--- config.mk ---
export PLATFORM = sky130hd
export DESIGN_NAME = weight_streamer
export DESIGN_NICKNAME = d
export VERILOG_FILES = /design/src/rtl/weight_streamer.sv
export SDC_FILE = /design/constraint.sdc
export NUM_CORES = 1
export LEC_CHECK = 0
export ABC_AREA = 1
export CAP_MARGIN = 20
export CELL_PAD_IN_SITES_DETAIL_PLACEMENT = 0
export CELL_PAD_IN_SITES_GLOBAL_PLACEMENT = 1
export CORE_ASPECT_RATIO = 0.7
export CORE_UTILIZATION = 38
export DETAILED_ROUTE_END_ITERATION = 12
export PLACE_DENSITY_LB_ADDON = 0.1
export SLEW_MARGIN = 20
export SYNTH_ARGS = -nofsm -noshare
export SYNTH_HDL_FRONTEND = slang
export SYNTH_SLANG_ARGS = --single-unit
--- constraint.sdc ---
create_clock -name clk -period 3.7 [get_ports clk]
set_input_delay 0.925 -clock clk [delete_from_list [all_inputs] [get_ports clk]]
set_output_delay 0.925 -clock clk [all_outputs]
set_load 0.02 [all_outputs]
--- src/rtl/weight_streamer.sv ---
// rtl/weight_streamer.sv - LOAD/READ initiator for the SNN synchronous weight memory.
// Optional SNN_WS_CHECKSUM_EN adds an XOR checksum output (csum) over all handshaked words.
module weight_streamer #(
  parameter int ADDR_W = 2,
  parameter int DW     = 8
) (
  input  logic              clk,
  input  logic              rst_n,
  input  logic              start,
  input  logic              mode,
  output logic              busy,
  output logic              done,
  input  logic              in_valid,
  output logic              in_ready,
  input  logic [DW-1:0]     in_data,
  output logic              out_valid,
  input  logic              out_ready,
  output logic [DW-1:0]     out_data,
  output logic              out_last,
  output logic              mem_we,
  output logic [ADDR_W-1:0] mem_addr,
  output logic [DW-1:0]     mem_wdata,
`ifdef SNN_WS_CHECKSUM_EN
  output logic [DW-1:0]     csum,
`endif
  input  logic [DW-1:0]     mem_rdata
);

  localparam int N = 1 << ADDR_W;
  localparam logic [ADDR_W:0] N_CNT    = (ADDR_W+1)'(N);
  localparam logic [ADDR_W:0] LAST_CNT = N_CNT - 1'b1;

  typedef enum logic [1:0] {S_IDLE, S_LOAD, S_READ, S_FIN} state_t;

  state_t            state, state_nxt;
  logic [ADDR_W:0]   wcnt, rptr, ocnt;
  logic              inflight;
  logic [DW-1:0]     fifo0, fifo1;
  logic              wr_sel, rd_sel;
  logic [1:0]        fcount;
  logic [2:0]        occ;
  logic              start_acc, in_hs, out_hs, issue;

  assign start_acc = (state == S_IDLE) && start;
  assign in_hs     = (state == S_LOAD) && in_valid;
  assign out_hs    = out_valid && out_ready;
  assign occ       = {1'b0, fcount} + {2'b00, inflight};
  // A pop in the same cycle frees a slot, which keeps READ at one word per cycle.
  assign issue     = (state == S_READ) && (rptr < N_CNT) && ((occ < 3'd2) || out_hs);

  always_ff @(posedge clk or negedge rst_n) begin
    if (!rst_n) state <= S_IDLE;
    else        state <= state_nxt;
  end

  always_comb begin
    state_nxt = state;
    case (state)
      S_IDLE: if (start) state_nxt = mode ? S_LOAD : S_READ;
      S_LOAD: if (in_hs && (wcnt == LAST_CNT)) state_nxt = S_FIN;
      S_READ: if (out_hs && out_last) state_nxt = S_FIN;
      S_FIN:  state_nxt = S_IDLE;
      default: state_nxt = S_IDLE;
    endcase
  end

  always_comb begin
    busy      = (state != S_IDLE);
    done      = (state == S_FIN);
    in_ready  = (state == S_LOAD);
    mem_we    = in_hs;
    mem_wdata = in_hs ? in_data : '0;
    mem_addr  = '0;
    if (state == S_LOAD)      mem_addr = wcnt[ADDR_W-1:0];
    else if (state == S_READ) mem_addr = rptr[ADDR_W-1:0];
    out_valid = (state == S_READ) && (fcount != 2'd0);
    out_data  = rd_sel ? fifo1 : fifo0;
    out_last  = out_valid && (ocnt == LAST_CNT);
  end

  always_ff @(posedge clk or negedge rst_n) begin
    if (!rst_n) begin
      wcnt     <= '0;
      rptr     <= '0;
      ocnt     <= '0;
      inflight <= 1'b0;
      fifo0    <= '0;
      fifo1    <= '0;
      wr_sel   <= 1'b0;
      rd_sel   <= 1'b0;
      fcount   <= 2'd0;
    end else if (start_acc) begin
      wcnt     <= '0;
      rptr     <= '0;
      ocnt     <= '0;
      inflight <= 1'b0;
      wr_sel   <= 1'b0;
      rd_sel   <= 1'b0;
      fcount   <= 2'd0;
    end else begin
      if (in_hs) wcnt <= wcnt + 1'b1;
      if (issue) rptr <= rptr + 1'b1;
      inflight <= issue;
      // Memory data for last cycle's address is valid now; capture it.
      if (inflight) begin
        if (wr_sel) fifo1 <= mem_rdata;
        else        fifo0 <= mem_rdata;
        wr_sel <= ~wr_sel;
      end
      if (out_hs) begin
        rd_sel <= ~rd_sel;
        ocnt   <= ocnt + 1'b1;
      end
      fcount <= fcount + {1'b0, inflight} - {1'b0, out_hs};
    end
  end

`ifdef SNN_WS_CHECKSUM_EN
  always_ff @(posedge clk or negedge rst_n) begin
    if (!rst_n)         csum <= '0;
    else if (start_acc) csum <= '0;
    else if (in_hs)     csum <= csum ^ in_data;
    else if (out_hs)    csum <= csum ^ out_data;
  end
`endif

endmodule

==> reports/results.txt <==
The flow ran to the end, and the final reports show no timing, DRC or antenna violations. The register bit count reported by yosys works out to 32. The post-cts sizing count is 0.

The run gives 46 as the number of I/O pins. Synthesis produced a netlist with a net count of 254. In this run the static leakage power is 0.00122 uW.

Buffers added to address setup during post-CTS repair amount to 0. Final hold analysis gives a worst-case slack of 480 ps. Routability-driven placement finished with a final weighted congestion of 0.706. In this run the standard cell core region covers 4400 um^2. The total routed wirelength was 3540 um; the violation count after the first detailed-route iteration was 46.

The tools report the reg-to-reg startpoint as state[0]$_DFFE_PN0P_. The number of vias per cell after detailed routing was 4.62; the number of hold-slack violations in the final timing report was 0. The worst setup path is of the primary input to output pin kind.

The slew at the pin closest to its max-slew limit was 410 ps. The gate count after technology mapping is 221, and the count of synthesis-stage warnings from yosys is 0. After clock tree synthesis, the flow added hold-fix buffers numbering 0.

The net count of the finished layout is 301. By instance count, the cell type seen most on the critical path is sky130_fd_sc_hd__clkdlybuf4s50_1. Summed over its instances, the top area cell type makes up 45.1% of the synthesized netlist area. The worst setup path is launched from a primary input.

The tools report the standard-cell row count as 20. In this run the critical register-to-register path is captured at fifo1[1]$_DFFE_PN0P_. The worst-case IR drop observed on VDD is 319 uV.

The slowest stage cell on the critical path is sky130_fd_sc_hd__clkdlybuf4s50_1. At the worst endpoint, the arrival time is 2410 ps. Along the worst path, the maximum fanout reaches 11.

The signal on the critical path passes through clkdlybuf4s50_1, nand2_1, nor2_1, clkdlybuf4s50_1. For the setup-violating endpoint count in the final report, the log shows 0. The tools report the number of antenna violations at the first check in global routing as 0. The routed layout has 1493 vias. In the layout the commonest cells are sky130_fd_sc_hd__nand2_1, sky130_fd_sc_hd__clkdlybuf4s50_1, sky130_fd_sc_hd__inv_1. The H-tree was split into 2 levels.

Counting instances, the worst hold path has a depth of 2. The largest net degree at the start of global routing came out at 33. The largest area contributor in the netlist was sky130_fd_sc_hd__dfrtp_1. The path with the worst hold slack has its endpoint at fifo1[5]$_DFFE_PN0P_.

The tool flagged a number of max-cap violations equal to 0. The area growth from synthesis to layout is 32.8%. On the final layout, the worst clock skew is 3.80 ps. The length in cells of the worst reg-to-reg path is 6. The worst pin sits at a relative slew slack of 72.6%. Delay of the slowest cell on the worst path: 620 ps.

Sequential elements use 45.1% of the synthesized area. Measured along the y axis, the die boundary spans 59.2 um. The setup check on the worst reg-to-reg path leaves a slack of 1980 ps.

For this configuration, the core starts out at a cell density of 40.3%. Of the cells placed in the final design, the portion with a size suffix greater than 1 is 10.1%. In the global route stage, overall resource usage came out at 16.3%. The run gives 1395 as the via count of the first global-routing pass. No sink is reached through more buffers than the 2 on the longest clock path.

Setup total negative slack on the finished layout was measured at 0 ps. The max-slew violation count was 0. Setup repair after global routing left no endpoint under its margin. The average routed wire per standard cell is 11.0 um.

The worst min-delay path category was flip-flop to flip-flop. The average instance area after synthesis is 8.03 um^2, and the maximum clock frequency is 300 MHz. Global routing finished with a remaining overflow of 0. The most common library cell in the layout ignoring fill and taps is sky130_fd_sc_hd__nand2_1. The count of antenna-violating nets left after detailed routing was 0. The area of the mapped netlist is 1780 um^2, and the cell area power density is 770 nW/um^2.

During placement, the flow inserted port buffers numbering 45. The floorplan step set the die width to 83.7 um. For the remaining design rule violation count, the log shows 0. The cell sitting at the root of the clock tree is a sky130_fd_sc_hd__clkbuf_8. The first global-routing pass estimated 6280 um of wire.

STA puts the critical path data required time at 2770 ps. Before antenna repair, the detailed router went through 4 iterations. The worst setup path is captured at an output pin. TritonCTS sink count: 32. The startpoint identified for the worst hold timing path is fifo1[5]$_DFFE_PN0P_. The wire-length estimate of the detail-placed layout is 2530 um.

Floorplan die area: 4950 um^2. The number of buffers added by the clock tree synthesis step was 5; the clock slew at the register clock pins of the worst setup and hold paths was 70 ps. By area the synthesized netlist is led by sky130_fd_sc_hd__dfrtp_1, sky130_fd_sc_hd__nand2_1, sky130_fd_sc_hd__ha_1, sky130_fd_sc_hd__inv_1, sky130_fd_sc_hd__o21ai_2. 0 antenna diodes ended up in the layout.

The synthesized netlist contains 22 unique library cells. The latest clock arrival within the worst-skew pair is 280 ps, and the ratio of final minimum period to clock period is 90.1%. TritonCTS built the clock tree. After layout, the minimum clock period comes to 3330 ps.
## Yosys cell counts, drive strengths merged
| cell type | count |
|---|---|
| nand2 | 71 |
| inv | 36 |
| dfrtp | 32 |
| o21ai | 26 |
| nand3 | 15 |
| nor2 | 15 |
| ha | 11 |
| buf | 6 |
| nand4 | 5 |
| a21oi | 1 |
| clkinv | 1 |
| nand3b | 1 |
| o22ai | 1 |
## per-stage QoR
step | setup slack [ps] | instances | total power, uW | util, % | cell area [um^2]
after floorplan | 1340 | 221 | 1230 | - | 1780
after global placement | 372 | 316 | 1530 | 51.3 | 2260
after detailed placement | 339 | 316 | 1530 | 51.3 | 2260
after CTS | 332 | 323 | 1840 | 53.5 | 2360
after global routing | 244 | 323 | 1980 | 53.5 | 2360
final | 366 | 323 | 1810 | 53.5 | 2360
## metal layers
layer  track usage [%]  vias up  share of wire, %
met3              5.01        5               5.5
met5                 0        -                 0
met2              22.8       36                40
met1              23.6      673                53
met4              5.81        0               1.2
li1                  -      779                 -
## worst max-delay path: cells and delay by family
family | cells | cell delay (ps)
buffers and inverters | 2 | 1090
and+or+nand+nor | 2 | 390
## worst max path at each step
| stage | startpoint | end | slack [ps] | depth (start not counted) |
|---|---|---|---|---|
| global route | in_valid | mem_wdata[4] | 240 | 4 |
| CTS | in_valid | mem_wdata[6] | 330 | 4 |
| floorplan | in_valid | mem_wdata[0] | 1340 | 3 |
| global placement | in_valid | mem_wdata[4] | 370 | 4 |
| detailed placement | in_valid | mem_wdata[6] | 340 | 4 |
| finish | in_valid | mem_wdata[1] | 370 | 4 |
## state kept, by name, indices dropped and copies added (netlist names)
register	cells
rptr	3
fifo0	8
rd_sel	1
wr_sel	1
fifo1	8
state	2
inflight	1
wcnt	3
fcount	2
ocnt	3
## report_power, final
group	switching [uW]	internal, uW
Clock	128	166
Sequential	109	501
Combinational	525	386
## final cells by class
| class | instances | area, um^2 |
|---|---|---|
| fill | 434 | 2050 |
| sequential | 32 | 801 |
| multi-input combinational | 146 | 795 |
| timing repair buffer | 46 | 458 |
| inverter | 37 | 139 |
| clock buffer | 7 | 96.3 |
| tap | 55 | 68.8 |
## kinds of logic after synthesis
kind of cell / Yosys count / share of synthesized area (%)
AOI/OAI and AO/OA: 28 / 9.87
DFF: 32 / 45.1
and+or+nand+nor: 107 / 27.1
adders and majority gates: 11 / 7.75
buffers and inverters: 43 / 10.1
Power figures use the tool's default switching activity.
